<file path="src/rtl/lcd_frame_capture_pkg.sv">
// Shared definitions for the LCD frame capture model: capture states and
// default panel geometry.
package lcd_frame_capture_pkg;

   typedef enum logic [1:0] {
      WAIT_VS,
      ACTIVE,
      DONE
   } state_t;

   localparam int unsigned LCD_H_ACTIVE       = 160;
   localparam int unsigned LCD_V_ACTIVE       = 144;
   localparam int unsigned LCD_BYTES_PER_LINE = LCD_H_ACTIVE / 4;

endpackage

</file>
<file path="src/rtl/lcd_frame_capture_sync_edge_det.sv">
// Registers a 1-bit sync input and flags its rising edge in the same cycle
// the input first goes high.
module sync_edge_det (
   input  logic i_clk,
   input  logic i_rstn,
   input  logic i_d,
   output logic o_rise
);

   logic r_q;

   // remember last cycle's level
   always_ff @(posedge i_clk) begin
      if (!i_rstn) r_q <= 1'b0;
      else         r_q <= i_d;
   end

   assign o_rise = i_d & ~r_q;

endmodule

</file>
<file path="src/rtl/lcd_frame_capture.sv">
// LCD stream consumer: packs 2bpp pixels four per byte into a linear
// framebuffer, pulses frame_done per complete frame and flags geometry errors.
module lcd_frame_capture
   import lcd_frame_capture_pkg::*;
#(
   parameter int unsigned H_ACTIVE = LCD_H_ACTIVE,
   parameter int unsigned V_ACTIVE = LCD_V_ACTIVE,
   parameter int unsigned AW       = 13
) (
   input  logic          clk,
   input  logic          rstn,
   input  logic          hsync,
   input  logic          vsync,
   input  logic          pvalid,
   input  logic [1:0]    pixel,
   input  logic          clr_err,
   output logic          fb_we,
   output logic [AW-1:0] fb_addr,
   output logic [7:0]    fb_wdata,
   output logic          frame_done,
   output logic [15:0]   frame_count,
   output logic          err
);

   localparam int unsigned XW = $clog2(H_ACTIVE + 1);
   localparam int unsigned YW = $clog2(V_ACTIVE + 1);
   localparam logic [XW-1:0] L_H   = XW'(H_ACTIVE);
   localparam logic [YW-1:0] L_V   = YW'(V_ACTIVE);
   localparam logic [AW-1:0] L_BPL = AW'(H_ACTIVE / 4);

   state_t        r_state, w_state;
   logic [XW-1:0] r_x, w_x;
   logic [YW-1:0] r_y, w_y;
   logic [AW-1:0] r_line_base, w_line_base;
   logic [5:0]    r_pack, w_pack;
   logic          r_fb_we, w_fb_we;
   logic [AW-1:0] r_fb_addr, w_fb_addr;
   logic [7:0]    r_fb_wdata, w_fb_wdata;
   logic          r_frame_done, w_frame_done;
   logic [15:0]   r_frame_count, w_frame_count;
   logic          r_err, w_err_set;

   logic          w_hs_rise, w_vs_rise, w_accept;
   logic [YW-1:0] w_y_inc;

   sync_edge_det u_hs_edge (
      .i_clk  (clk),
      .i_rstn (rstn),
      .i_d    (hsync),
      .o_rise (w_hs_rise)
   );

   sync_edge_det u_vs_edge (
      .i_clk  (clk),
      .i_rstn (rstn),
      .i_d    (vsync),
      .o_rise (w_vs_rise)
   );

   assign w_accept = pvalid & ~hsync & ~vsync;
   assign w_y_inc  = r_y + 1'b1;

   // next-state, pixel packing, line/frame accounting and error detection
   always_comb begin
      w_state       = r_state;
      w_x           = r_x;
      w_y           = r_y;
      w_line_base   = r_line_base;
      w_pack        = r_pack;
      w_fb_we       = 1'b0;
      w_fb_addr     = r_fb_addr;
      w_fb_wdata    = r_fb_wdata;
      w_frame_done  = 1'b0;
      w_frame_count = r_frame_count;
      w_err_set     = 1'b0;

      case (r_state)
         WAIT_VS, DONE: begin
            if (w_vs_rise) begin
               w_state     = ACTIVE;
               w_x         = '0;
               w_y         = '0;
               w_line_base = '0;
               w_pack      = '0;
            end
         end
         ACTIVE: begin
            if (w_vs_rise) begin
               // frame restarted before all lines arrived
               w_err_set   = 1'b1;
               w_x         = '0;
               w_y         = '0;
               w_line_base = '0;
               w_pack      = '0;
            end else if (w_hs_rise) begin
               if (r_x != '0) begin
                  w_y         = w_y_inc;
                  w_line_base = r_line_base + L_BPL;
                  if (r_x != L_H) w_err_set = 1'b1;
                  if (w_y_inc == L_V) begin
                     w_frame_done  = 1'b1;
                     w_frame_count = r_frame_count + 16'd1;
                     w_state       = DONE;
                  end
               end
               w_x    = '0;
               w_pack = '0;
            end else if (w_accept) begin
               if (r_x < L_H) begin
                  w_pack = {r_pack[3:0], pixel};
                  w_x    = r_x + 1'b1;
                  if (r_x[1:0] == 2'b11) begin
                     w_fb_we    = 1'b1;
                     w_fb_addr  = r_line_base + AW'(r_x >> 2);
                     w_fb_wdata = {r_pack, pixel};
                  end
               end else begin
                  w_err_set = 1'b1;
               end
            end
         end
         default: w_state = WAIT_VS;
      endcase
   end

   // state and output registers; reset wins over everything
   always_ff @(posedge clk) begin
      if (!rstn) begin
         r_state       <= WAIT_VS;
         r_x           <= '0;
         r_y           <= '0;
         r_line_base   <= '0;
         r_pack        <= '0;
         r_fb_we       <= 1'b0;
         r_fb_addr     <= '0;
         r_fb_wdata    <= '0;
         r_frame_done  <= 1'b0;
         r_frame_count <= '0;
         r_err         <= 1'b0;
      end else begin
         r_state       <= w_state;
         r_x           <= w_x;
         r_y           <= w_y;
         r_line_base   <= w_line_base;
         r_pack        <= w_pack;
         r_fb_we       <= w_fb_we;
         r_fb_addr     <= w_fb_addr;
         r_fb_wdata    <= w_fb_wdata;
         r_frame_done  <= w_frame_done;
         r_frame_count <= w_frame_count;
         r_err         <= clr_err ? 1'b0 : (r_err | w_err_set);
      end
   end

   assign fb_we       = r_fb_we;
   assign fb_addr     = r_fb_addr;
   assign fb_wdata    = r_fb_wdata;
   assign frame_done  = r_frame_done;
   assign frame_count = r_frame_count;
   assign err         = r_err;

endmodule

</file>
<file path="config.mk">
export PLATFORM = sky130hd
export DESIGN_NAME = lcd_frame_capture
export DESIGN_NICKNAME = d
export VERILOG_FILES = /design/src/rtl/lcd_frame_capture_pkg.sv /design/src/rtl/lcd_frame_capture_sync_edge_det.sv /design/src/rtl/lcd_frame_capture.sv
export SDC_FILE = /design/constraint.sdc
export NUM_CORES = 1
export LEC_CHECK = 0
export CAP_MARGIN = 20
export CORE_ASPECT_RATIO = 0.75
export CORE_UTILIZATION = 59
export CTS_CLUSTER_SIZE = 8
export DETAILED_ROUTE_END_ITERATION = 12
export PLACE_DENSITY = 0.83
export REMOVE_ABC_BUFFERS = 1
export SLEW_MARGIN = 20
export SYNTH_ARGS = -nofsm -noshare
export SYNTH_HDL_FRONTEND = slang
export SYNTH_HIERARCHICAL = 1
export SYNTH_SLANG_ARGS = --single-unit
</file>
<file path="constraint.sdc">
create_clock -name clk -period 4.7 [get_ports clk]
set_input_delay 1.175 -clock clk [delete_from_list [all_inputs] [get_ports clk]]
set_output_delay 1.175 -clock clk [all_outputs]
set_load 0.02 [all_outputs]
</file>
==> results.json, run 1 <==
{
  "outcome": "finished clean",
  "clk_latency_ps": 350,
  "dieWidth_um": 92.2,
  "slew_violations": 0,
  "overflow": 0,
  "coreArea_mm2": 0.00586,
  "tritoncts": "yes",
  "period_share_pct": 79.0,
  "layout-drive-gt1-share_pct": 6.02,
  "tightestPinTransition_ps": 907,
  "nets": 478,
  "setup_tns_ps": 0,
  "ctsLongestPathBuffers": 2,
  "reg2reg_depth": 6,
  "async_reset_ff_share_pct": 0,
  "clk_pin_slew_ps": 70,
  "ant_nets": 0,
  "port_buffers": 47,
  "first_iter_violations": 230,
  "netlist.area_leader.share_pct": 42.3,
  "final_cell_mix": "dfxtp_1 (76), nand2_1 (47), clkdlybuf4s50_1 (47), a21oi_1 (43), nor2_1 (32)",
  "wl_um": 7950,
  "rrSetupSlack_ps": 1930,
  "grt_pass1_wl_um": 13400,
  "vdd_ir_drop_max_v": 0.000191,
  "use_met1_pct": 35.9,
  "hold_buffers": 0,
  "initial_core_util_pct": 61.5,
  "period_minus_slack_ps": 3710,
  "area_growth_pct": 19.5,
  "pin_count": 48,
  "vias": 3301,
  "crit_path_max_fanout": 23,
  "grt_pass1_vias": 2917,
  "finalHoldViolations": 0,
  "worstPathRequired_ps": 4960,
  "ctsResizeCount": 0,
  "cp.arrival_ps": 3970,
  "grt_max_degree": 36,
  "slew_headroom_pct": 39.5,
  "hpwl_um": 5460,
  "post_cts_buffers": 0,
  "ys_ff_latch": 76,
  "yosysWarnings": 6,
  "setup_violations": 0,
  "busiest_layer": "met2",
  "holdWs_ps": 452,
  "yosys-top-cells-area": "dfxtp_1 (42%), a21oi_1 (6.0%), nand2_1 (4.9%), xor2_1 (3.4%), nor2_1 (3.3%)",
  "worst_hold_path_type": "reg2reg",
  "rows": 24,
  "synth_flop_cell": "dfxtp_1",
  "use_met3_pct": 6.25,
  "synthCells": 423,
  "dr.pass1.iters": 5,
  "place.gp.congestion": 0.847,
  "syn_avg_cell_area_um2": 8.51,
  "cap_violations": 0,
  "critPathCaptureType": "flip-flop",
  "max_freq_mhz": 269,
  "worstHoldPathCells": 2,
  "synth_top_area_cell": "dfxtp_1",
  "die_y_um": 69.7,
  "antenna_found_initial": 0,
  "cts_root_buf": "clkbuf_8",
  "rsz0062_at_grt": "no",
  "worstSetupPathType": "in2reg",
  "wl_per_cell_um": 14.6,
  "h-tree-depth": 3,
  "powerDensity_mw_per_mm2": 278,
  "leakage_nw": 1.45,
  "clkSinkCount": 76,
  "startpoint_type": "primary input",
  "antennaDiodeCount": 0,
  "cts_buffers": 9,
  "grt_usage_pct": 26.0,
  "yosysSeqAreaShare_pct": 42.3,
  "die-area_mm2": 0.00642,
  "grtUsageMet2_pct": 40.0,
  "avgViaCountPerCell": 6.08,
  "synth_edf_count": 0,
  "drc_errors": 0,
  "final_common_cell": "dfxtp_1",
  "fin_skew_ps": 5.41,
  "synth_cell_types": 55,
  "netlist_area_mm2": 0.00360
}
-- cell usage after synthesis (2+ instances only) --
library cell  number
o31ai_1           12
nand2b_1           2
buf_2              8
o21a_1             7
nand2_1           47
a211oi_1           8
o2111ai_1          4
xnor2_1            4
nor4_1             5
and2_1             5
a21oi_1           43
nor2b_1            3
a21o_1             2
nor2_1            32
nor3_1             8
and4b_1            2
ha_1               9
nor2b_4            2
clkbuf_1          15
a22o_1             7
or3_1              7
nand4_1            4
and3_1             4
nand3_1           18
o21ai_0           12
o31a_1             2
or4_1             16
xor2_1            14
dfxtp_1           76
o41ai_1            2
o211ai_1           7
or3b_2             2
inv_1             11
a2111oi_0          2
-- layout make-up --
cell class                 count  area, µm²
clock buffer                  10        138
clock inverter                 5       52.6
fill                         467       1550
inverter                      12       45.0
multi-input combinational    311       1940
sequential                    76       1520
tap                           78       97.6
timing repair buffer          51        513
-- where the power goes --
part           internal [mW]  switching [mW]
clock network          0.254           0.229
logic                 0.0203          0.0369
registers              0.648         0.00631
-- cells by family after synthesis --
kind of cell,synth area share [%]
adders and majority gates,3.13
xor gates and xnor gates,4.38
other,0.104
muxes,0.591
and+or+nand+nor,23.8
AOI/OAI and AO/OA,21.7
DFF,42.3
buffers and inverters,4.03
-- final timing paths --
path,end,start
setup / recovery,fb_addr[12]$_SDFFE_PN0P_,vsync
hold / removal,fb_addr[6]$_SDFFE_PN0P_,fb_addr[6]$_SDFFE_PN0P_
setup reg to reg,fb_addr[12]$_SDFFE_PN0P_,r_state[0]$_SDFFE_PN0P_
hold reg to reg,fb_addr[6]$_SDFFE_PN0P_,fb_addr[6]$_SDFFE_PN0P_
-- layer usage --
metal	wire, µm	up-vias
met5	0	-
met4	136	0
met3	397	19
met2	3580	92
met1	3840	1558
li1	-	1632
-- flip-flops by register name (all words and copies together), names as in the netlist --
name and flops:
r_line_base 10, fb_we 1, r_x 8, err 1, r_y 8, r_state 2, u_vs_edge/r_q 1, r_pack 6
frame_done 1, frame_count 16, fb_wdata 8, u_hs_edge/r_q 1, fb_addr 13
-- through the flow --
step	cells	power [mW]	util, %	cell area (µm²)	worst slack [ps]
4_1_cts	543	1.20	73.5	4300	1010
2_1_floorplan	399	0.702	-	3500	1370
6_report	543	1.19	73.5	4300	989
3_3_place_gp	528	0.723	70.2	4110	767
5_1_grt	543	1.23	73.5	4300	738
3_5_place_dp	528	0.724	70.2	4110	672
-- worst max-delay path, stage by stage --
cell             delay, ps
clkdlybuf4s50_1        450
nor2b_4                200
or3b_2                 660
nor4_1                 530
and2_1                 470
buf_12                 200
nor2_1                  50
a211oi_1               210
(Power assumes the default switching activity.)
==> run 2, diff against run 1 <==
Settings changed: CORE_UTILIZATION 59 to 55, PLACE_DENSITY 0.83 to 0.78.
Clock period 4.7 ns to 3.9 ns, I/O delays scaled along.
==> results.json, run 2 (same netlist as run 1, synthesis figures left out) <==
{
  "hold_buffers": 0,
  "fin_ws_ps": 669,
  "max_freq_mhz": 310,
  "startpoint_type": "primary input",
  "grt_pass1_wl_um": 14000,
  "clk_pin_slew_ps": 80,
  "max_stage_delay_ps": 550,
  "multi_input_area_mm2": 0.00194,
  "grt_usage_pct": 26.0,
  "cts_buffers": 9,
  "period_share_pct": 82.8,
  "dpl_cell_area_mm2": 0.00415,
  "hpwl_um": 5520,
  "period_minus_slack_ps": 3230,
  "post_cts_buffers": 0,
  "ctsLongestPathBuffers": 2,
  "dr.pass1.iters": 4,
  "slew_violations": 0,
  "die_y_um": 72.1,
  "cts_root_buf": "clkbuf_8",
  "area_growth_pct": 21.8,
  "cp.arrival_ps": 3510,
  "grt_pass1_vias": 2991,
  "worstPathRequired_ps": 4180,
  "leakage_nw": 1.49,
  "cp_num_buf_inv": 1,
  "drc_errors": 0,
  "vias": 3245,
  "ant_nets": 0,
  "r2r_start": "r_x[4]$_SDFFE_PN0P_",
  "wl_um": 8160,
  "dp_slack_ps": 323,
  "vdd_ir_drop_max_v": 0.000250,
  "avgViaCountPerCell": 5.89,
  "worst_hold_path_type": "reg2reg",
  "pin_count": 48,
  "setup_violations": 0,
  "wl_per_cell_um": 14.8,
  "outcome": "finished clean",
  "clk_latency_ps": 350,
  "finalHoldViolations": 0,
  "regArea_mm2": 0.00152,
  "port_buffers": 47,
  "rows": 25,
  "fin_skew_ps": 5.46,
  "crit_path_max_fanout": 15,
  "overflow": 0,
  "setup_tns_ps": 0,
  "slew_headroom_pct": 48.6,
  "tritoncts": "yes",
  "worstSetupPathType": "in2reg",
  "tightestPinTransition_ps": 771,
  "grt_max_degree": 36,
  "clkSinkCount": 76,
  "layout-drive-gt1-share_pct": 6.81,
  "critPathCaptureType": "flip-flop",
  "nFillCells": 505,
  "h-tree-depth": 3,
  "stdcell_count": 551,
  "largest_reg_flops": 16,
  "critPathTopFamily": "simple AND/OR/NAND/NOR gates",
  "powerDensity_mw_per_mm2": 359,
  "final_cell_mix": "dfxtp_1 (76), nand2_1 (47), clkdlybuf4s50_1 (47), a21oi_1 (43), nor2_1 (32)",
  "startpoint": "vsync",
  "hold_start": "fb_wdata[0]$_SDFFE_PN0P_",
  "rsz0062_at_grt": "no",
  "antennaDiodeCount": 0,
  "fin_area_mm2": 0.00439,
  "antenna_found_initial": 0,
  "cap_violations": 0,
  "ctsResizeCount": 0,
  "dp.cells": 535,
  "power_mw": 1.58,
  "final_core_util_pct": 69.4,
  "nets": 482,
  "holdWs_ps": 455,
  "dieWidth_um": 95.4,
  "first_iter_violations": 177,
  "path_cells": "clkdlybuf4s50_1, nor2b_4, or3b_2, nor4_1, nand4_1, or4_1, a21oi_1",
  "coreArea_mm2": 0.00632,
  "crit_slowest_cell": "nor4_1",
  "initial_core_util_pct": 57.0,
  "place.gp.congestion": 0.802,
  "final_common_cell": "dfxtp_1",
  "die-area_mm2": 0.00688
}
## run 2: final cells by class
cell class | count | share of cell area (%)
clock buffers | 10 | 2.91
flip-flops and latches | 76 | 34.7
inverters | 12 | 1.03
multi-input cells | 311 | 44.1
well taps | 81 | 2.31
repair buffers | 55 | 12.4
clock inverters | 6 | 2.57
## run 2: power by group
part	internal (mW)	total, mW	switching, mW	leakage [nW]
combinational	0.0261	0.0704	0.0443	0.759
clock	0.426	0.719	0.293	0.120
sequential	0.780	0.788	0.00738	0.613
total	1.23	1.58	0.344	1.49
## run 2: tightest hold or removal path: cells and delay by family (launching register included)
family,cells,cell delay (ps)
flops,1,310
simple gates,1,50
compound gates,1,50
## run 2: layer usage
layer	part of all wire (%)	wire length (µm)	track usage, %	vias to the layer above
li1	-	-	-	1635
met3	4.7	383	6.18	12
met4	1.4	117	8.62	0
met2	45	3650	38.9	86
met5	0	0	0	-
met1	49	4000	36.8	1512
## run 2: path summary, 6_finish.rpt
| path | end | slack (ps) | cells after the start |
|---|---|---|---|
| max reg2reg | r_y[7]$_SDFFE_PN0P_ | 1330 | 5 |
| min reg2reg | fb_wdata[0]$_SDFFE_PN0P_ | 460 | 2 |
| min | fb_wdata[0]$_SDFFE_PN0P_ | 460 | 2 |
| max | frame_count[15]$_SDFFE_PN0P_ | 670 | 7 |
==> run 3, diff against run 2 <==
Clock period 3.9 ns to 3.3 ns, I/O delays scaled along.
==> results.json, run 3 (same netlist as run 1, synthesis figures left out) <==
{
  "finalHoldViolations": 0,
  "layout-drive-gt1-share_pct": 7.42,
  "nets": 484,
  "ant_nets": 0,
  "critPathCaptureType": "flip-flop",
  "crit_slowest_cell": "or4_1",
  "seq_power_share_pct": 50.9,
  "period_share_pct": 88.3,
  "worstSetupPathType": "in2reg",
  "area_growth_pct": 22.3,
  "coreArea_mm2": 0.00632,
  "rsz0062_at_grt": "no",
  "cap_violations": 0,
  "drc_errors": 0,
  "worst_hold_path_type": "reg2reg",
  "h-tree-depth": 3,
  "slew_headroom_pct": 48.8,
  "powerDensity_mw_per_mm2": 415,
  "startpoint_type": "primary input",
  "tightestPinTransition_ps": 768,
  "vias": 3285,
  "critPathTopFamily": "simple AND/OR/NAND/NOR gates",
  "setup_violations": 0,
  "power_mw": 1.83,
  "hpwl_um": 5390,
  "crit_path_max_fanout": 35,
  "switching_power_uw": 422,
  "wl_per_cell_um": 14.2,
  "p_clk_share_pct": 44.5,
  "tritoncts": "yes",
  "dieWidth_um": 95.4,
  "cts_root_buf": "clkbuf_8",
  "grt_pass1_wl_um": 13100,
  "first_iter_violations": 206,
  "slew_violations": 0,
  "port_buffers": 47,
  "cp_num_buf_inv": 2,
  "clk_pin_slew_ps": 80,
  "outcome": "finished clean",
  "max_stage_delay_ps": 510,
  "die_y_um": 72.1,
  "antenna_found_initial": 0,
  "pwr-share-comb_pct": 4.5,
  "holdWs_ps": 457,
  "cp.arrival_ps": 3210,
  "max_freq_mhz": 343,
  "period_minus_slack_ps": 2910,
  "clkSinkCount": 76,
  "worstPathRequired_ps": 3600,
  "p_int_mw": 1.41,
  "swShare_pct": 23.1,
  "overflow": 0,
  "hold_buffers": 0,
  "post_cts_buffers": 0,
  "largest_reg_flops": 16,
  "grt_usage_pct": 24.5,
  "dr.pass1.iters": 4,
  "grt_pass1_vias": 2775,
  "final_cell_mix": "dfxtp_1 (76), nand2_1 (47), clkdlybuf4s50_1 (47), a21oi_1 (43), nor2_1 (32)",
  "cts_buffers": 9,
  "wl_um": 7870,
  "fin_skew_ps": 11.0,
  "pin_count": 48,
  "place.gp.congestion": 0.839,
  "initial_core_util_pct": 57.0,
  "die-area_mm2": 0.00688,
  "leakage_nw": 1.50,
  "dp_slack_ps": 17.3,
  "avgViaCountPerCell": 5.94,
  "grt_max_degree": 36,
  "path_cells": "clkdlybuf4s50_1, nor2b_4, nor4bb_1, nand2_1, a2111o_1, buf_12, or4_1, a21oi_1",
  "final_common_cell": "dfxtp_1",
  "fin_ws_ps": 386,
  "antennaDiodeCount": 0,
  "clk_latency_ps": 360,
  "rows": 25,
  "ctsLongestPathBuffers": 2,
  "ctsResizeCount": 0,
  "vdd_ir_drop_max_v": 0.000272,
  "setup_tns_ps": 0
}
[run 3: worst reg2reg max path, stage by stage (launching register included)]
cell and delay [ps]:
dfxtp_1 350, inv_1 60, ha_1 130, or4b_2 670, o211a_1 340, o21ai_2 630
mux2i_1 260, nor2_1 50
[run 3: power groups by stage]
stage                     clock network [mW]  logic [mW]  registers (mW)
after floorplan                            0      0.0488           0.951
after global placement                     0      0.0800           0.952
after detailed placement                   0      0.0815           0.953
after CTS                              0.838      0.0825           0.931
after global routing                   0.874      0.0911           0.932
final                                  0.814      0.0830           0.931
[run 3: area by class of cell]
class	instances	area, µm²
inverter	12	45.0
clock inverter	6	93.8
timing repair buffer	57	571
fill	514	1910
multi-input combinational	311	1930
sequential	76	1520
clock buffer	10	138
tap	81	101
[run 3: path summary, 6_finish.rpt]
check	from	end	slack (ps)	depth (start not counted)
max	hsync	frame_count[15]$_SDFFE_PN0P_	390	8
min	fb_wdata[2]$_SDFFE_PN0P_	fb_wdata[2]$_SDFFE_PN0P_	460	2
max reg2reg	r_x[0]$_SDFFE_PN0P_	r_y[1]$_SDFFE_PN0P_	710	7
min reg2reg	fb_wdata[2]$_SDFFE_PN0P_	fb_wdata[2]$_SDFFE_PN0P_	460	2
[run 3: routing by layer]
layer,global-route usage (%),up-vias,wire length [µm]
met2,35.8,59,3520
met4,7.46,0,99
li1,-,1645,-
met1,34.5,1567,3890
met5,0,-,0
met3,7.65,14,359
[run 3: stage by stage]
stage / std cells / instance area (µm²) / util, %
5_1_grt: 553 / 4400 / 69.7
3_3_place_gp: 537 / 4170 / 66.0
6_report: 553 / 4400 / 69.7
2_1_floorplan: 399 / 3500 / -
4_1_cts: 553 / 4400 / 69.7
3_5_place_dp: 537 / 4170 / 66.0
